--- config.mk ---
export PLATFORM = sky130hd
export DESIGN_NAME = beam_sweep_ctrl
export DESIGN_NICKNAME = d
export VERILOG_FILES = /design/src/rtl/beam_sweep_ctrl.sv
export SDC_FILE = /design/constraint.sdc
export NUM_CORES = 2
export LEC_CHECK = 0
export ABC_AREA = 1
export ABC_CLOCK_PERIOD_IN_PS = 11600
export CAP_MARGIN = 10
export CORE_MARGIN = 2
export CORE_UTILIZATION = 60
export CTS_BUF_LIST = sky130_fd_sc_hd__clkbuf_4 sky130_fd_sc_hd__clkbuf_8
export DETAILED_ROUTE_END_ITERATION = 8
export PLACE_DENSITY = 0.79
export SLEW_MARGIN = 10
export SYNTH_ARGS = -nofsm -noshare
export SYNTH_HDL_FRONTEND = slang
export SYNTH_SLANG_ARGS = --single-unit
--- constraint.sdc ---
create_clock -name clk -period 11.6 [get_ports clk]
set_input_delay 2.32 -clock clk [delete_from_list [all_inputs] [get_ports clk]]
set_output_delay 2.32 -clock clk [all_outputs]
set_load 0.01 [all_outputs]
--- src/rtl/beam_sweep_ctrl.sv ---
// Two-mic delay-and-compare sequencer: captures one 3*WINDOW frame, then sweeps one shared
// |L-R| accumulator over every lag and reports the lag with the smallest SAD.
module beam_sweep_ctrl #(
    parameter int DATA_WIDTH = 16,
    parameter int WINDOW     = 30,
    parameter int LAGS       = 60,
    parameter int ACC_WIDTH  = 22
) (
    input  logic                  clk,
    input  logic                  reset_n,
    input  logic                  trigger,
    input  logic                  sample_valid,
    input  logic [DATA_WIDTH-1:0] left_data_in,
    input  logic [DATA_WIDTH-1:0] right_data_in,
    output logic                  busy,
    output logic                  result_valid,
    output logic [5:0]            best_lag,
    output logic [ACC_WIDTH-1:0]  min_sad,
    output logic [1:0]            o_dbg_state
);

    localparam int FRAME = 3 * WINDOW;
    localparam int K_W   = $clog2(FRAME);
    localparam int S_W   = $clog2(LAGS);
    localparam int J_W   = $clog2(WINDOW);

    typedef enum logic [1:0] {
        S_IDLE    = 2'd0,
        S_CAPTURE = 2'd1,
        S_SWEEP   = 2'd2,
        S_DONE    = 2'd3
    } state_t;

    state_t                r_state;
    logic [DATA_WIDTH-1:0] r_right [FRAME];
    logic [DATA_WIDTH-1:0] r_left  [WINDOW];
    logic [K_W-1:0]        r_k;
    logic [S_W-1:0]        r_s;
    logic [J_W-1:0]        r_j;
    logic [ACC_WIDTH-1:0]  r_acc;
    logic [ACC_WIDTH-1:0]  r_min;
    logic [5:0]            r_lag_best;

    logic [K_W-1:0]             w_r_idx;
    logic signed [DATA_WIDTH:0] w_l_ext;
    logic signed [DATA_WIDTH:0] w_r_ext;
    logic signed [DATA_WIDTH:0] w_diff;
    logic [DATA_WIDTH:0]        w_term;
    logic [ACC_WIDTH:0]         w_add;
    logic [ACC_WIDTH-1:0]       w_sum;

    assign o_dbg_state = r_state;

    // One term per clock: the same subtractor/adder serves every lag position.
    always_comb begin
        w_r_idx = K_W'(r_j) + K_W'(r_s);
        w_l_ext = {r_left[r_j][DATA_WIDTH-1], r_left[r_j]};
        w_r_ext = {r_right[w_r_idx][DATA_WIDTH-1], r_right[w_r_idx]};
        w_diff  = w_l_ext - w_r_ext;
        w_term  = w_diff[DATA_WIDTH] ? (DATA_WIDTH+1)'(-w_diff) : (DATA_WIDTH+1)'(w_diff);
        w_add   = {1'b0, r_acc} + {{(ACC_WIDTH-DATA_WIDTH){1'b0}}, w_term};
        if (r_j == '0)
            w_sum = {{(ACC_WIDTH-DATA_WIDTH-1){1'b0}}, w_term};
        else if (w_add[ACC_WIDTH])
            w_sum = '1;
        else
            w_sum = w_add[ACC_WIDTH-1:0];
    end

    // Sample buffers are intentionally left out of reset.
    always_ff @(posedge clk) begin
        if (r_state == S_CAPTURE && sample_valid) begin
            r_right[r_k] <= right_data_in;
            if (r_k >= K_W'(WINDOW) && r_k < K_W'(2 * WINDOW))
                r_left[J_W'(r_k - K_W'(WINDOW))] <= left_data_in;
        end
    end

    always_ff @(posedge clk or negedge reset_n) begin
        if (!reset_n) begin
            r_state      <= S_IDLE;
            busy         <= 1'b0;
            result_valid <= 1'b0;
            best_lag     <= '0;
            min_sad      <= '0;
            r_k          <= '0;
            r_s          <= '0;
            r_j          <= '0;
            r_acc        <= '0;
            r_min        <= '1;
            r_lag_best   <= '0;
        end else begin
            result_valid <= 1'b0;
            case (r_state)
                S_IDLE: begin
                    if (trigger) begin
                        r_state    <= S_CAPTURE;
                        busy       <= 1'b1;
                        r_k        <= '0;
                        r_min      <= '1;
                        r_lag_best <= '0;
                    end
                end
                S_CAPTURE: begin
                    if (sample_valid) begin
                        if (r_k == K_W'(FRAME - 1)) begin
                            r_k     <= '0;
                            r_s     <= '0;
                            r_j     <= '0;
                            r_state <= S_SWEEP;
                        end else begin
                            r_k <= r_k + 1'b1;
                        end
                    end
                end
                S_SWEEP: begin
                    r_acc <= w_sum;
                    if (r_j == J_W'(WINDOW - 1)) begin
                        r_j <= '0;
                        // Strict compare: on a tie the smaller lag wins.
                        if (w_sum < r_min) begin
                            r_min      <= w_sum;
                            r_lag_best <= 6'(r_s);
                        end
                        if (r_s == S_W'(LAGS - 1)) begin
                            r_s     <= '0;
                            r_state <= S_DONE;
                        end else begin
                            r_s <= r_s + 1'b1;
                        end
                    end else begin
                        r_j <= r_j + 1'b1;
                    end
                end
                S_DONE: begin
                    best_lag     <= r_lag_best;
                    min_sad      <= r_min;
                    result_valid <= 1'b1;
                    busy         <= 1'b0;
                    r_state      <= S_IDLE;
                end
                default: r_state <= S_IDLE;
            endcase
        end
    end

endmodule

==> key figures <==
Worst hold path
  • HP Class: reg -> reg

CTS
  • CTS Buffer Depth: 4
  • CTS tree: yes
  • H-tree levels: 5
  • Post-CTS Resized: 0
  • Clock root buffer: clkbuf_8
  • Clk Latency, worst-skew pair: 1.05 ns
  • Post-CTS Setup Bufs: 0
  • Hold-fix buffers, CTS: 0
  • CTS Buf Count: 330
  • Clk slew on worst S/H paths: 0.06 ns
  • CTS Sinks: 2,020

Global route
  • Vias in the first global route: 54,680
  • Initial antenna violation count: 8
  • Total gr overflow: 0
  • Largest net degree at the start of global routing: 253
  • First-pass GRT wire length: 330.6 mm
  • Overall routing resource usage: 0.3106

Setup path
  • WP data required: 12.51 ns
  • Startpoint Class: flop
  • CP endpoint kind: flop
  • Crit Path Category: reg -> reg
  • CP max stage delay: 0.58 ns
  • Cell repeated most along the worst path: nand2_1
  • CP max FO: 61
  • Slowest CP cell: clkinv_2
  • WP data arrival: 11.60 ns

Final layout
  • Fin util: 0.6696
  • Commonest cells after routing, fill and taps aside: edfxtp_1 (1,920), nor2_1 (1,022), o21ai_0 (896), nand2_1 (797), clkbuf_8 (339)
  • Area grow syn2layout: 10.83%
  • Fin nets: 6,927
  • Most common cell after layout, fill and taps aside: edfxtp_1
  • Final Non-Filler Cells: 8,843
  • Layout cells sized above 1: 0.1114

Detailed routing
  • Detailed-route wire length: 223.1 mm
  • Vias per cell: 6.480
  • DRT iter0 DRCs: 9,195
  • DRC Markers: 0
  • Vias: 57,300
  • Drt first pass iters: 9
  • Routed len/inst: 25.23 microns
  • Remaining antenna violation count after routing: 0

Power and ir drop
  • PD cells: 152.7 nW/um^2
  • Maximum VDD drop: 0.0001281 V
  • LEAKAGE: 30.97 nW

STA
  • Post-route setup TNS: 0 ns
  • Finish-stage setup viols: 0
  • Final Hold Fails: 0
  • Minimum clock period: 10.69 ns
  • Setup repair after global routing missed its margin: no
  • Worst-margin pin slew: 1.236 ns
  • Fin. max-slew vios: 0
  • Fmax: 0.09355 GHz
  • Slew Limit Headroom: 0.1730
  • Tcrit/Tclk final: 0.9215
  • Clk_skew: 0.08681 ns

Logic synthesis
  • EDFF count, synth: 1,920
  • Post-synth top area share: 0.6949
  • Synth unique cells: 64
  • Synth area leaders: edfxtp_1 (69%), o21ai_0 (5.4%), nor2_1 (4.6%), nand2_1 (3.6%), dfrtp_1 (2.4%)
  • Syn avg cell area: 12.49 sq um
  • Yosys reg bits: 2,020
  • Seq/Total Area, Yosys: 0.7254
  • Warnings from Yosys: 0
  • Cells after Synth: 6,643
  • Largest area contributor in the netlist: edfxtp_1
  • Synth Cell Area: 82,970 sq um
  • Syn nets: 6,760
  • Synth Flop Type: edfxtp_1
  • Post-synthesis async set-or-reset flop share: 0.04950

Floorplanning
  • Core Region: 137,300 sq um
  • Die area: 141,300 sq um
  • Die width: 375.9 microns
  • Die height: 375.9 microns
  • Core Rows: 136
  • Starting Density: 0.6042
  • Top Ports: 68

Place
  • IO Port Bufs: 67
  • Gp weighted congestion: 0.9208
  • Placed Instances: 8,272
  • Detailed Place HPWL: 124.9 mm

Status
  • Status: finished clean

Run
  • Max Cap Viol: 0
-- through the flow --
step / power [mW] / cell area (sq um) / worst slack (ns) / hold slack (ns)
floorplan: 8.146 / 82970 / 3.453 / 0.4419
global placement: 8.280 / 85790 / 1.398 / 0.4546
detailed placement: 8.288 / 85790 / 1.291 / 0.4547
CTS: 14.06 / 91940 / 1.225 / 0.4629
global route: 14.38 / 91940 / 0.1709 / 0.4769
finish: 14.04 / 91950 / 0.9107 / 0.4637
-- cell usage after synthesis (all sizes together) (10+ instances only) --
cell,count
xnor2,10
o211ai,26
nor3,20
a31oi,38
a21oi,252
a221oi,83
dfrtp,78
dfstp,22
o21ai,908
o22ai,232
nand4,16
xor2,15
ha,78
clkbuf,284
edfxtp,1920
a32o,15
o311ai,11
a32oi,15
nand3b,10
nand2,814
nand3,229
o21a,25
buf,147
nor2,1033
o221ai,128
inv,172
-- report_power, final --
group	total (mW)	internal [mW]	leakage, nW	switching [mW]
Sequential	7.99	7.99	18.5	0.00166
Combinational	0.150	0.0131	9.23	0.137
Clock	5.90	3.18	3.25	2.72
-- per-layer routing --
| layer | wire, microns | up-vias | part of all wire | global-route usage |
|---|---|---|---|---|
| met5 | 27 | - | 0.00012 | 0 |
| met4 | 9054 | 4 | 0.041 | 0.1349 |
| met3 | 29780 | 582 | 0.13 | 0.08260 |
| met2 | 100600 | 4187 | 0.45 | 0.4627 |
| met1 | 83670 | 27620 | 0.37 | 0.4354 |
| li1 | - | 24910 | - | - |
-- final cells by class --
| cell class | count | area, sq um |
|---|---|---|
| tap | 1794 | 2245 |
| fill | 9211 | 45370 |
| antenna | 5 | 12.51 |
| clock buffer | 449 | 5492 |
| inverter | 176 | 698.2 |
| sequential | 2020 | 60190 |
| multi-input combinational | 4016 | 20320 |
| clock inverter | 117 | 659.4 |
| timing repair buffer | 266 | 2335 |
-- cell families (layout without fill, tap and decap cells) --
logic type	Yosys count	count (layout)	share of synthesized area
xor+xnor	25	25	0.002820
fa+ha+maj	81	81	0.01249
other cells	0	5	0
buf+inv	607	1008	0.03036
compound gates	1771	1771	0.1257
simple gates	2139	2139	0.1033
flops	2020	2020	0.7254
-- critical path: cells and delay by family (launching register included) --
kind | cells | cell delay (ns)
adder cells (fa/ha/maj) | 5 | 1.70
AND/OR/NAND/NOR | 29 | 4.40
AO/OA/AOI/OAI | 8 | 1.70
buffers and inverters | 10 | 2.16
flip-flops | 1 | 0.37
XOR/XNOR | 1 | 0.22
-- final timing paths --
| path | from | endpoint | slack [ns] | depth (start not counted) |
|---|---|---|---|---|
| min in group asynchronous | reset_n | r_acc[5] | 1.34 | 1 |
| min | r_min[9] | r_min[9] | 0.46 | 2 |
| max reg2reg | r_j[1] | r_min[17] | 0.91 | 53 |
| min reg2reg | r_min[9] | r_min[9] | 0.46 | 2 |
| max in group asynchronous | reset_n | r_j[0] | 9.05 | 2 |
| max | r_j[1] | r_min[17] | 0.91 | 53 |
-- sequential cells by signal, indices dropped and copies added (netlist names), 5 cells and up --
signal / count
best_lag: 6
min_sad: 22
r_acc: 22
r_j: 5
r_k: 7
r_lag_best: 6
r_left: 480
r_min: 22
r_right: 1440
r_s: 6
Note: power is estimated with default switching activity, not from simulation.
